`src/rtl/mem_access_stage_pkg.sv`:
```
// Shared types and constants for the MEM-stage controller: write-back select
// encodings, FSM state encoding, MEM/WB payload and the write-back mux.
package mem_access_stage_pkg;

  localparam int unsigned XLEN               = 32;
  localparam int unsigned REG_AW             = 5;
  localparam int unsigned MTR_W              = 2;
  localparam int unsigned TIMEOUT_CYCLES_DEF = 16;

  localparam logic [MTR_W-1:0] MTR_ALU = 2'b00;
  localparam logic [MTR_W-1:0] MTR_MEM = 2'b01;
  localparam logic [MTR_W-1:0] MTR_PC  = 2'b10;

  typedef enum logic [1:0] {
    ST_IDLE   = 2'd0,
    ST_ACCESS = 2'd1,
    ST_DONE   = 2'd2
  } state_t;

  typedef struct packed {
    logic              wen;
    logic [MTR_W-1:0]  mtr;
    logic [REG_AW-1:0] wa;
    logic [XLEN-1:0]   wd;
  } wb_t;

  // Encoding 11 falls back to the ALU result.
  function automatic logic [XLEN-1:0] wb_select(input logic [MTR_W-1:0] mtr,
                                                input logic [XLEN-1:0]  alu,
                                                input logic [XLEN-1:0]  mem,
                                                input logic [XLEN-1:0]  pc);
    case (mtr)
      MTR_MEM: return mem;
      MTR_PC:  return pc;
      default: return alu;
    endcase
  endfunction

endpackage

```
`src/rtl/mem_access_stage_if.sv`:
```
// Data-memory req/ack bus; the stage is the master, the memory the slave.
interface mem_access_stage_if;
  import mem_access_stage_pkg::*;

  logic            req;
  logic            we;
  logic [XLEN-1:0] addr;
  logic [XLEN-1:0] wdata;
  logic [XLEN-1:0] rdata;
  logic            ack;

  modport master (output req, we, addr, wdata, input rdata, ack);
  modport slave  (input req, we, addr, wdata, output rdata, ack);
endinterface

```
`src/rtl/mem_access_stage_mem_wb_reg.sv`:
```
// MEM/WB pipeline register; a bubble loads an all-zero (no write-back) entry.
module mem_wb_reg
  import mem_access_stage_pkg::*;
(
  input  logic clock,
  input  logic reset,
  input  logic bubble,
  input  wb_t  d,
  output wb_t  q
);

  always_ff @(posedge clock) begin
    if (reset || bubble) q <= '0;
    else                 q <= d;
  end

endmodule

```
`src/rtl/mem_access_stage.sv`:
```
// MEM-stage controller: load/store over req/ack, upstream stall, MEM/WB drive.
// Optional access timeout enabled by defining MEM_TIMEOUT_EN.
module mem_access_stage
  import mem_access_stage_pkg::*;
#(
  parameter int unsigned TIMEOUT_CYCLES = TIMEOUT_CYCLES_DEF
) (
  input  logic               clock,
  input  logic               reset,
  input  logic               inRegWriteEn,
  input  logic [MTR_W-1:0]   inMemtoReg,
  input  logic               inMemWriteEn,
  input  logic               inMemReadEn,
  input  logic [XLEN-1:0]    inpcNext,
  input  logic [XLEN-1:0]    inAluResult,
  input  logic [XLEN-1:0]    inreadData2,
  input  logic [REG_AW-1:0]  inWBAddress,
  mem_access_stage_if.master dmem,
  output logic               stall,
  output logic               mem_error,
  output logic               outRegWriteEn,
  output logic [MTR_W-1:0]   outMemtoReg,
  output logic [REG_AW-1:0]  outWBAddress,
  output logic [XLEN-1:0]    outWBData
);

  if (TIMEOUT_CYCLES < 2) begin : g_bad_timeout
    $error("TIMEOUT_CYCLES must be at least 2");
  end

  state_t          state_q, state_d;
  logic            req_q, we_q;
  logic [XLEN-1:0] addr_q, wdata_q, data_q;
  logic            start, ack_hit, tmo_hit, bubble;
  logic            tmo_expire, tmo_q;
  logic [XLEN-1:0] mem_src;
  wb_t             wb_d, wb_q;

  always_ff @(posedge clock) begin
    if (reset) state_q <= ST_IDLE;
    else       state_q <= state_d;
  end

  always_comb begin
    state_d = state_q;
    stall   = 1'b0;
    bubble  = 1'b0;
    start   = 1'b0;
    ack_hit = 1'b0;
    tmo_hit = 1'b0;
    mem_src = '0;
    case (state_q)
      ST_IDLE: begin
        if (inMemReadEn || inMemWriteEn) begin
          stall   = 1'b1;
          bubble  = 1'b1;
          start   = 1'b1;
          state_d = ST_ACCESS;
        end
      end
      ST_ACCESS: begin
        stall  = 1'b1;
        bubble = 1'b1;
        // Ack in the last counted cycle wins over the timeout.
        if (dmem.ack) begin
          ack_hit = 1'b1;
          state_d = ST_DONE;
        end else if (tmo_expire) begin
          tmo_hit = 1'b1;
          state_d = ST_DONE;
        end
      end
      ST_DONE: begin
        mem_src = data_q;
        state_d = ST_IDLE;
      end
      default: state_d = ST_IDLE;
    endcase
  end

  // Memory request registers; address/data stay put after completion.
  always_ff @(posedge clock) begin
    if (reset) begin
      req_q   <= 1'b0;
      we_q    <= 1'b0;
      addr_q  <= '0;
      wdata_q <= '0;
    end else if (start) begin
      req_q   <= 1'b1;
      we_q    <= inMemWriteEn;
      addr_q  <= inAluResult;
      wdata_q <= inreadData2;
    end else if (ack_hit || tmo_hit) begin
      req_q   <= 1'b0;
    end
  end

  // Load data register; stores leave it at zero.
  always_ff @(posedge clock) begin
    if (reset || start)      data_q <= '0;
    else if (ack_hit && !we_q) data_q <= dmem.rdata;
  end

`ifdef MEM_TIMEOUT_EN
  localparam int unsigned CNT_W = $clog2(TIMEOUT_CYCLES);

  logic [CNT_W-1:0] cnt_q;
  logic             err_q;

  always_ff @(posedge clock) begin
    if (reset) begin
      cnt_q <= '0;
      tmo_q <= 1'b0;
      err_q <= 1'b0;
    end else begin
      if (start) begin
        cnt_q <= '0;
        tmo_q <= 1'b0;
      end else if (state_q == ST_ACCESS) begin
        cnt_q <= cnt_q + CNT_W'(1);
      end
      if (tmo_hit) begin
        tmo_q <= 1'b1;
        err_q <= 1'b1;
      end
    end
  end

  assign tmo_expire = (cnt_q == CNT_W'(TIMEOUT_CYCLES - 1));
  assign mem_error  = err_q;
`else
  assign tmo_expire = 1'b0;
  assign tmo_q      = 1'b0;
  assign mem_error  = 1'b0;
`endif

  assign wb_d.wen = inRegWriteEn & ~((state_q == ST_DONE) & tmo_q);
  assign wb_d.mtr = inMemtoReg;
  assign wb_d.wa  = inWBAddress;
  assign wb_d.wd  = wb_select(inMemtoReg, inAluResult, mem_src, inpcNext);

  mem_wb_reg u_mem_wb_reg (
    .clock  (clock),
    .reset  (reset),
    .bubble (bubble),
    .d      (wb_d),
    .q      (wb_q)
  );

  assign outRegWriteEn = wb_q.wen;
  assign outMemtoReg   = wb_q.mtr;
  assign outWBAddress  = wb_q.wa;
  assign outWBData     = wb_q.wd;

  assign dmem.req   = req_q;
  assign dmem.we    = we_q;
  assign dmem.addr  = addr_q;
  assign dmem.wdata = wdata_q;

endmodule

```
`src/flat_wrapper.sv`:
```
// flat-port wrapper written by rule: the top's interface ports become plain ports
module mem_access_stage_flat import mem_access_stage_pkg::*;
#(
  parameter int unsigned TIMEOUT_CYCLES = TIMEOUT_CYCLES_DEF
)
  (clock, reset, inRegWriteEn, inMemtoReg, inMemWriteEn, inMemReadEn, inpcNext, inAluResult, inreadData2, inWBAddress, stall, mem_error, outRegWriteEn, outMemtoReg, outWBAddress, outWBData, dmem_req, dmem_we, dmem_addr, dmem_wdata, dmem_rdata, dmem_ack);
  mem_access_stage_if dmem_i ();
  input  logic clock;
  input  logic reset;
  input  logic inRegWriteEn;
  input  logic [MTR_W-1:0] inMemtoReg;
  input  logic inMemWriteEn;
  input  logic inMemReadEn;
  input  logic [XLEN-1:0] inpcNext;
  input  logic [XLEN-1:0] inAluResult;
  input  logic [XLEN-1:0] inreadData2;
  input  logic [REG_AW-1:0] inWBAddress;
  output logic stall;
  output logic mem_error;
  output logic outRegWriteEn;
  output logic [MTR_W-1:0] outMemtoReg;
  output logic [REG_AW-1:0] outWBAddress;
  output logic [XLEN-1:0] outWBData;
  output wire logic [$bits(dmem_i.req)-1:0] dmem_req;
  output wire logic [$bits(dmem_i.we)-1:0] dmem_we;
  output wire logic [$bits(dmem_i.addr)-1:0] dmem_addr;
  output wire logic [$bits(dmem_i.wdata)-1:0] dmem_wdata;
  input wire logic [$bits(dmem_i.rdata)-1:0] dmem_rdata;
  input wire logic [$bits(dmem_i.ack)-1:0] dmem_ack;
  assign dmem_req = dmem_i.req;
  assign dmem_we = dmem_i.we;
  assign dmem_addr = dmem_i.addr;
  assign dmem_wdata = dmem_i.wdata;
  assign dmem_i.rdata = dmem_rdata;
  assign dmem_i.ack = dmem_ack;
  mem_access_stage #(.TIMEOUT_CYCLES(TIMEOUT_CYCLES)) u_core (.clock(clock), .reset(reset), .inRegWriteEn(inRegWriteEn), .inMemtoReg(inMemtoReg), .inMemWriteEn(inMemWriteEn), .inMemReadEn(inMemReadEn), .inpcNext(inpcNext), .inAluResult(inAluResult), .inreadData2(inreadData2), .inWBAddress(inWBAddress), .dmem(dmem_i), .stall(stall), .mem_error(mem_error), .outRegWriteEn(outRegWriteEn), .outMemtoReg(outMemtoReg), .outWBAddress(outWBAddress), .outWBData(outWBData));
endmodule
```
`config.mk`:
```
export PLATFORM = sky130hd
export DESIGN_NAME = mem_access_stage_flat
export DESIGN_NICKNAME = d
export VERILOG_FILES = /design/src/rtl/mem_access_stage_pkg.sv /design/src/rtl/mem_access_stage_if.sv /design/src/rtl/mem_access_stage_mem_wb_reg.sv /design/src/rtl/mem_access_stage.sv /design/src/flat_wrapper.sv
export SDC_FILE = /design/constraint.sdc
export NUM_CORES = 1
export LEC_CHECK = 0
export BUFFER_PORTS_ARGS = -buffer_cell sky130_fd_sc_hd__buf_2
export CAP_MARGIN = 0
export CORE_ASPECT_RATIO = 0.7
export CORE_MARGIN = 2
export CORE_UTILIZATION = 36
export DETAILED_ROUTE_END_ITERATION = 10
export HOLD_SLACK_MARGIN = 0.02
export SLEW_MARGIN = 20
export SYNTH_ARGS = -nofsm -noshare
export SYNTH_HDL_FRONTEND = slang
export SYNTH_SLANG_ARGS = --single-unit
```
`constraint.sdc`:
```
create_clock -name clock -period 1.9 [get_ports clock]
set_clock_uncertainty 0.1 [all_clocks]
set_input_delay 0.19 -clock clock [delete_from_list [all_inputs] [get_ports clock]]
set_output_delay 0.19 -clock clock [all_outputs]
set_load 0.005 [all_outputs]
```
; ---- Word level (Yosys, flattened, before mapping)
; Index checks and enable logic that the tools add are counted.
[totals]
ff_bits = 140
out_inout_bits = 108
in_bits = 141
word_cells = 36
[classes]
n_mux = 12
n_eq_ne = 6
reduce_logical = 8
[ops]
columns = operator, count
row1 = case mux 32 bit (2 select lines), 1
row2 = 2-to-1 mux 32 bit, 1
row3 = 2-to-1 mux 1 bit, 6
row4 = "== test 2 x 1 -> 1 bit, second input constant", 2
row5 = "== test 2 bit, second input constant", 2
row6 = 2-to-1 mux 2 bit, 2
row7 = case mux 2 bit (2 select lines), 1
row8 = logical OR 1 bit, 3
row9 = logical NOT 2 bit, 1
row10 = "!= test 2 x 1 -> 1 bit, second input constant", 1
row11 = "!= test 2 bit, second input constant", 1
row12 = case mux 1 bit (2 select lines), 1
row13 = AND reduction 2 bit, 1
row14 = nonzero test 2 bit, 1
row15 = logical AND 1 bit, 1
row16 = logical NOT 1 bit, 1

; ---- Logic depth before layout (Yosys ltp)
; Gate-level depths: netlist of the first run.
[logic_depth]
ltp_word = 4
depth_mapped = 7
depth_no_buf = 5

; ---- Hierarchy
; A second synthesis of the first run with hierarchy kept.
[unflattened]
hier_cells = 660
area_unflattened_um2 = 5980.7
[by_module_without_submodules]
columns = module, area_each_um2, seq_area_each_um2, instances, cells_each
row1 = mem_access_stage, 4584.4, 2001.9, 1, 572
row2 = mem_wb_reg, 1396.3, 800.8, 1, 88

; ---- Worst setup path after synthesis of the first run
; No wires, ideal clock.
[synth_timing]
path_kind = input port to flip-flop
from = input inMemtoReg[0]
to = register u_core.u_mem_wb_reg.q[12] (netlist name)
required_ps = 1726
setup_slack_ps = 525
n_path_buf = 2
arrival_time_ps = 1201
setup_ps = 74
path_stages = 7
cell_sequence = inv_1 > ha_1 > nor4bb_1 > buf_2 > buf_6 > nand2_1 > a31oi_1
[synth_via]
elab_chain_cells = 2
word_cells_on_any_way = 3
cone_classes = eq/ne (2) / mux (1)
[synth_rtl]
columns = element, line
row1 = from (decl), flat_wrapper.sv:11  ; input logic [MTR_W-1:0] inMemtoReg;
row2 = == test 2 bit / == test 2 x 1 -> 1 bit (equally long branches), mem_access_stage_pkg.sv:32  ; case (mtr)
row3 = case mux 32 bit (2 select lines) (*), mem_access_stage_pkg.sv:32
row4 = to (signal assigned), mem_access_stage_mem_wb_reg.sv:13  ; if (reset || bubble) q <= '0;
row5 = to (signal assigned), mem_access_stage_mem_wb_reg.sv:14  ; else q <= d;
row6 = to (decl), mem_access_stage_mem_wb_reg.sv:9  ; output wb_t q
; Mark *: on every way between the ends. The rest lies on a longest branch, timed or not.
; A chain may end at the register's enable or synchronous reset.

; ---- Worst setup path in the final report of the first run
[layout_timing]
from = input inMemtoReg[0]
to = register u_core.u_mem_wb_reg.q[18] (netlist name)
; The elaborated chain is that of the path after synthesis.

==> flow_summary.ini, run 1 <==
[power]
fin_total_pwr_mw = 7.57
ir_drop_mv = 0.594
power_frac_comb_pct = 15.9
power.share.sequential_pct = 41.8
internal_power_mw = 5.55
p_clk_share_pct = 42.3
p_leak_nw = 3.78
switching_share_pct = 26.8
p_per_area_mw_per_mm2 = 862
p_switching_mw = 2.03

[global_routing]
grt_max_degree = 66
antenna_found_initial = 0
grt_overflow = 0
grtUsageTotal_pct = 24.4
grt_pass1_vias = 6030
grt_pass1_wl_um = 30700

[sta]
fmax_mhz = 556
rsz0062_at_grt = yes
fin_crit_ns = 1.80
min_period_over_period_pct = 94.6
maxSlewViolCount = 0
hold_violations = 0
setup_viol = 0
setup_slack_ns = 0.103
slew_headroom_pct = 63.7
worstMarginPinSlew_ns = 0.544

[clock_network]
cts_root_buf = clkbuf_16
cts_htree_levels = 4
cts_tree = yes
cts.sinks = 140
clk_pin_slew_worst_paths_ns = 0.06
insertion_delay_ns = 0.41
cts_buffers = 17
post_cts_buffers = 0
cts_max_path_buffers = 2

[die]
fp.dieH_um = 107
die-area_mm2 = 0.0161
num_io_pins = 249
start_util_pct = 36.8
rows = 37
die_w_um = 151
placeableCoreArea_mm2 = 0.0147

[yosys]
synth-async-reset-ratio_pct = 0
synth_nets = 799
synthesis.area_mm2 = 0.00542
syn_inst = 656
ys.flop_type = dfxtp_1
ys_types = 29
synth-seq-cells = 140
synth_edf_count = 0
yosysSeqAreaShare_pct = 51.7
syn_avg_cell_area_um2 = 8.26
yosysWarnings = 0

[finish]
drive_above_1_share_pct = 30.1
instances_no_fill = 1222
layout_common_cells = buf_2 (247), dfxtp_1 (140), dlygate4sd3_1 (138)
layout.nets = 1157
area_growth_pct = 62.2
final_cell_area_mm2 = 0.00879
antenna_cells = 0
final_common_cell = buf_2

[detailed_routing]
wl_um = 20000
num_vias = 6109
wl_per_cell_um = 16.4
drt_iter0_drc = 375
vias_per_cell = 5.00
antenna_left = 0
drc = 0
drt-pass1-iter-count = 5

[place]
port_buffers = 247
gp_congestion = 0.784
dpl.hpwl_um = 12200
place_ws_ns = 0.252
placed_area_mm2 = 0.00683
dp_cells = 1052

[worst_setup_path]
path_max_fanout = 9
critical_path_class = in2reg
worstPathArrival_ns = 2.02
critical-path-max-stage-delay_ns = 0.54
start_kind = input pin
required_ns = 2.12
cp-end-kind = flop
cp_cell_sequence = dlygate4sd3_1 > buf_2 > inv_1 > ha_2 > nor4bb_4 > buf_4 > nand2_1 > a31oi_1
critical_path.slowest_cell = dlygate4sd3_1
cp.depth = 8
worstRegToRegCells = 4
critPathBufInv = 4
path_delay_family = buffers and inverters

[min_path]
hold_class = in2reg
hold_path_depth = 2

[run_status]
status = completed

[run]
drv_cap = 0
## timing repair
item / 4_1_cts / 5_1_grt
endpoints found under the hold margin: 138 / 0
hold buffers: 138 / 0
setup endpoints to repair: 0 / 3
gates resized for setup: 0 / 1
## final cells by class
class | instances | area [µm²]
clock buffer | 18 | 439
clock inverter | 14 | 135
multi-input combinational | 448 | 2310
tap | 195 | 244
inverter | 3 | 11.3
timing repair buffer | 404 | 2840
sequential | 140 | 2800
fill | 1307 | 5940
## power groups by stage
stage	Sequential, mW	Clock (mW)	Combinational (mW)
final	3.17	3.21	1.20
after CTS	3.16	3.27	1.19
after floorplan	3.23	0	0.483
after global placement	3.23	0	0.968
after global routing	3.18	3.40	1.31
after detailed placement	3.23	0	0.972
## state kept, by name (all words and copies together) (netlist names)
name and flops:
u_core.dmem.req 1, u_core.state_q 2, u_core.data_q 32, u_core.dmem.wdata 32, u_core.dmem.addr 32, u_core.u_mem_wb_reg.q 40
u_core.dmem.we 1
## worst paths after layout
kind / from / end / slack [ns]
min: reset / u_core.dmem.req / 0.06
max reg2reg: u_core.state_q[0] / u_core.dmem.wdata[18] / 0.22
min reg2reg: u_core.data_q[8] / u_core.data_q[8] / 0.36
max: inMemtoReg[0] / u_core.u_mem_wb_reg.q[18] / 0.10
## per-layer routing
layer / global-route usage (%) / vias up / wire length, µm
met2: 41.7 / 256 / 9480
li1: - / 2979 / -
met4: 6.74 / 0 / 321
met1: 30.7 / 2847 / 8660
met3: 5.91 / 27 / 1580
met5: 0 / - / 0
## cell usage after synthesis (2+ instances only)
cell      count  area (µm²)
nor4bb_1      2        20.0
o21ai_0      57         285
or2_1         2        12.5
inv_1         3        11.3
and2_1        6        37.5
clkbuf_1     25        93.8
dfxtp_1     140        2800
nor2_1        3        11.3
nor2_2        2        12.5
buf_2        28         140
buf_4         3        22.5
buf_6         7        78.8
ha_1          2        25.0
a31oi_1      32         200
o21ai_1       9        45.0
nand3b_1     32         240
nand2_1     131         492
nand3_1      64         320
a21oi_1      98         490
## through the flow
step	utilization, %	hold slack (ns)	setup TNS (ns)
final	59.7	0.0642	0
after global routing	59.7	0.0569	-0.00673
after CTS	59.7	0.0425	0
after detailed placement	46.4	0.294	0
after global placement	46.4	0.290	0
after floorplan	-	0.212	0
## worst reg2reg max path: cells and delay by family (launching register included)
kind | cells | cell delay [ns]
flip-flops | 1 | 0.60
AO/OA/AOI/OAI | 2 | 0.34
AND/OR/NAND/NOR | 1 | 0.30
buffers and inverters | 1 | 0.26
## kinds of logic (layout without fill, tap and decap cells)
group | Yosys count | in the layout | share of synthesized area [%]
simple gates | 246 | 246 | 21.8
compound gates | 199 | 199 | 19.4
flops | 140 | 140 | 51.7
buf+inv | 68 | 439 | 6.56
fa+ha+maj | 2 | 2 | 0.462
other cells | 1 | 1 | 0.0692
No activity file was read; power rests on OpenSTA's default activity.
==> inputs of run 2 (changes only) <==
PLACE_DENSITY = 0.74   (was not set)
==> run 2 against run 1 <==
Effect of this change: sequential cell count did not move; count of clock-buffer cells in the layout stayed put; combinational power about the same; cell count barely moved; clock power up 11%; non-clock buffer count is the same; global-route usage increased by 0.32 points; largest power group unchanged; via count grew 1.8%; total power is 4.8% higher; die area is the same; critical endpoint is now u_core.u_mem_wb_reg.q[28]; worst hold slack got worse by 0.012 ns.
==> flow_summary.ini, run 2 (same netlist as run 1, synthesis figures left out) <==
[detailed_routing]
wl_per_cell_um = 16.9
drc = 0
drt_iter0_drc = 491
drt-pass1-iter-count = 5
num_vias = 6222
vias_per_cell = 5.10
wl_um = 20600
antenna_left = 0

[finish]
layout_common_cells = buf_2 (247), dfxtp_1 (140), dlygate4sd3_1 (138)
fill_cells = 1236
regMostFlops = u_core.u_mem_wb_reg.q
drive_above_1_share_pct = 29.9
final_common_cell = buf_2
area_growth_pct = 62.9
largest_reg_flops = 40
layout.nets = 1157
multi_input_area_mm2 = 0.00230
antenna_cells = 0
layout.area.seq_mm2 = 0.00280

[sta]
worstMarginPinSlew_ns = 0.522
hold_violations = 0
hold_ws_ns = 0.0527
maxSlewViolCount = 0
fin_crit_ns = 1.82
fin_tns_setup_ns = 0
setup_viol = 0
min_period_over_period_pct = 95.7
fmax_mhz = 550
rsz0062_at_grt = no
slew_headroom_pct = 65.2

[global_routing]
antenna_found_initial = 0
grt_overflow = 0
grt_max_degree = 54
grt_pass1_vias = 5923
grt_pass1_wl_um = 30900
grtUsageTotal_pct = 24.7

[clock_network]
cts.sinks = 140
cts_buffers = 17
clk_pin_slew_worst_paths_ns = 0.07
cts_tree = yes
cts_htree_levels = 4
ctsResizeCount = 0
insertion_delay_ns = 0.40
cts_max_path_buffers = 2
cts_root_buf = clkbuf_16

[worst_setup_path]
cp_cell_sequence = dlygate4sd3_1 > buf_2 > inv_1 > ha_2 > nor4bb_4 > buf_12 > nand2_1 > a31oi_1
start_kind = input pin
worstPathArrival_ns = 2.04
critical_path.slowest_cell = dlygate4sd3_1
critical_path_class = in2reg
critical-path-max-stage-delay_ns = 0.53
path_max_fanout = 32
cp-end-kind = flop
required_ns = 2.12

[power]
p_per_area_mw_per_mm2 = 899
p_leak_nw = 3.80
ir_drop_mv = 0.529

[die]
start_util_pct = 36.8
fp.dieH_um = 107
placeableCoreArea_mm2 = 0.0147
rows = 37
die-area_mm2 = 0.0161
die_w_um = 151
num_io_pins = 249

[place]
port_buffers = 247
dpl.hpwl_um = 12500
gp_congestion = 0.887

[run]
drv_cap = 0

[run_status]
status = completed

[min_path]
hold_class = in2reg
run 2: worst max-delay path: cells and delay by family:
family | cells | cell delay [ns]
AO/OA/AOI/OAI | 1 | 0.14
adder cells (fa/ha/maj) | 1 | 0.32
buffers and inverters | 4 | 0.96
AND/OR/NAND/NOR | 2 | 0.40
run 2: metal layers:
metal	global-route usage (%)	vias to the layer above	wire length [µm]
li1	-	2980	-
met1	31.4	2878	8900
met2	40.0	316	9330
met3	6.64	48	1780
met4	9.68	0	580
met5	0	-	0
run 2: layout make-up:
| class | count | share of cell area, % |
|---|---|---|
| clock buffers | 18 | 4.98 |
| clock inverters | 13 | 2.17 |
| inverters | 3 | 0.128 |
| multi-input cells | 448 | 26.1 |
| flip-flops and latches | 140 | 31.8 |
| well taps | 195 | 2.76 |
| repair buffers | 404 | 32.1 |
run 2: through the flow:
step	power (mW)	cells	setup WS [ns]	utilization (%)	area (µm²)
final	7.94	1221	0.0822	60.0	8830
after CTS	7.98	1221	0.100	60.0	8830
after global routing	8.23	1221	0.0236	60.0	8830
after global placement	4.19	1052	0.287	46.3	6810
after floorplan	3.71	656	0.525	-	5420
after detailed placement	4.20	1052	0.232	46.3	6810
run 2: final timing paths:
path              cells past startpoint  slack (ns)         startpoint                         to
hold reg to reg                       2        0.35   u_core.data_q[1]           u_core.data_q[1]
setup reg to reg                      4        0.14  u_core.state_q[1]       u_core.dmem.addr[17]
setup / recovery                      8        0.08      inMemtoReg[0]  u_core.u_mem_wb_reg.q[28]
hold / removal                        2        0.05              reset      u_core.dmem.wdata[28]
run 2: timing repair:
item                       4_1_cts  5_1_grt
buffers inserted                 0        0
hold endpoints to repair       137        0
setup endpoints to repair        0        0
hold buffers                   138        0
run 2: report_power, final:
group	switching, mW	internal (mW)
logic	0.616	0.599
registers	0.0753	3.09
clock network	1.32	2.24
total	2.01	5.93
==> inputs of run 3 (changes only) <==
SLEW_MARGIN = not set   (was 20)
clock period = 1.7 ns   (was 1.9 ns; I/O delays follow)
==> run 3 against run 2 <==
Effect of this change: cell count rose by 0.33%; core utilization rose by 0.67 points; die area did not move.
==> flow_summary.ini, run 3 (same netlist as run 1, synthesis figures left out) <==
[sta]
fin_crit_ns = 1.61
hold_violations = 0
fmax_mhz = 620
fin_tns_setup_ns = 0
maxSlewViolCount = 0
min_period_over_period_pct = 94.8
setup_slack_ns = 0.0877
rsz0062_at_grt = no
setup_viol = 0
hold_ws_ns = 0.0945

[run]
drv_cap = 0

[clock_network]
cts_tree = yes
cts.sinks = 140
cts_buffers = 17
insertion_delay_ns = 0.40
cts_root_buf = clkbuf_16
clk_pin_slew_worst_paths_ns = 0.06
cts_max_path_buffers = 2
cts_htree_levels = 4

[die]
die_w_um = 151
num_io_pins = 249
die-area_mm2 = 0.0161
start_util_pct = 36.8
rows = 37
fp.dieH_um = 107
placeableCoreArea_mm2 = 0.0147

[finish]
area_growth_pct = 64.7
fill_cells = 1203
layout.nets = 1161
antenna_cells = 0
layout.area.seq_mm2 = 0.00281
final_cell_area_mm2 = 0.00892
multi_input_area_mm2 = 0.00232
regMostFlops = u_core.u_mem_wb_reg.q
drive_above_1_share_pct = 30.3
layout_common_cells = buf_2 (246), dlygate4sd3_1 (138), dfxtp_1 (138)
largest_reg_flops = 40
final_common_cell = buf_2

[detailed_routing]
num_vias = 6391
drt_iter0_drc = 633
wl_per_cell_um = 17.3
antenna_left = 0
vias_per_cell = 5.22
drt-pass1-iter-count = 5
wl_um = 21200
drc = 0

[place]
place_ws_ns = 0.0616
port_buffers = 247
dpl.hpwl_um = 12300
placed_area_mm2 = 0.00688
gp_congestion = 0.876

[global_routing]
grt_pass1_wl_um = 30900
grt_pass1_vias = 6059
grt_max_degree = 54
grt_overflow = 0
antenna_found_initial = 0
grtUsageTotal_pct = 24.6

[worst_setup_path]
path_max_fanout = 40
cp_cell_sequence = dlygate4sd3_1 > buf_2 > or2_2 > buf_4 > nand3_1 > a21oi_1
critical-path-max-stage-delay_ns = 0.54
r2r-start = u_core.state_q[1]
critical_path.slowest_cell = dlygate4sd3_1
start_kind = input pin
crit_path_start = inMemWriteEn
worstPathArrival_ns = 1.78
regToRegSetupSlack_ns = 0.20
critical_path_class = in2reg
cp-end-kind = flop
required_ns = 1.87

[power]
ir_drop_mv = 0.549
fin_total_pwr_mw = 8.56
p_leak_nw = 3.85
p_per_area_mw_per_mm2 = 959

[min_path]
min_from = inMemReadEn
hold_class = in2reg

[run_status]
status = completed
## run 3: changes by cell type in the layout (fill, tap and decap cells not counted), sizes merged
| cell | before | now |
|---|---|---|
| clkinv | 4 | 7 |
| bufinv | 4 | 2 |
| buf | 266 | 267 |
| clkbuf | 18 | 19 |
| dlymetal6s4s | 0 | 1 |
## run 3: path summary, 6_finish.rpt
path                           end  cells past startpoint
min reg2reg      u_core.data_q[16]                      2
max           u_core.dmem.addr[15]                      6
min                 u_core.dmem.we                      4
max reg2reg  u_core.dmem.wdata[26]                      4
## run 3: layer usage
| layer | up-vias | part of all wire, % | GRT usage (%) |
|---|---|---|---|
| met4 | 0 | 2.3 | 9.75 |
| met5 | - | 0 | 0 |
| met1 | 2972 | 41 | 31.0 |
| met3 | 47 | 10 | 6.81 |
| met2 | 379 | 46 | 40.1 |
| li1 | 2993 | - | - |
## run 3: power breakdown
group,switching (mW),leakage [nW],internal (mW),total (mW)
Combinational,0.704,2.43,0.699,1.40
Clock,1.45,0.275,2.16,3.61
Sequential,0.0885,1.14,3.45,3.54
## run 3: cell type report
| type | count | share of cell area, % |
|---|---|---|
| well taps | 195 | 2.73 |
| flip-flops and latches | 140 | 31.4 |
| inverters | 3 | 0.126 |
| clock inverters | 14 | 1.64 |
| clock buffers | 17 | 4.77 |
| repair buffers | 408 | 33.3 |
| multi-input cells | 448 | 26.0 |
## run 3: repair_timing
item,4_1_cts,5_1_grt
gates cloned,0,2
endpoints found under the hold margin,138,0
setup endpoints to repair,1,30
hold buffers,139,0
buffers inserted,0,2
resized for setup,1,6
pin swaps,0,4
## run 3: stage by stage
stage | cells | utilization (%)
after floorplan | 656 | -
after global placement | 1052 | 46.7
after detailed placement | 1052 | 46.7
after CTS | 1222 | 60.1
after global routing | 1225 | 60.6
final | 1225 | 60.6
## run 3: worst max-delay path, delay by kind of cell
family          cells  cell delay, ns
simple gates        2            0.51
compound gates      1            0.08
buf+inv             3            1.00
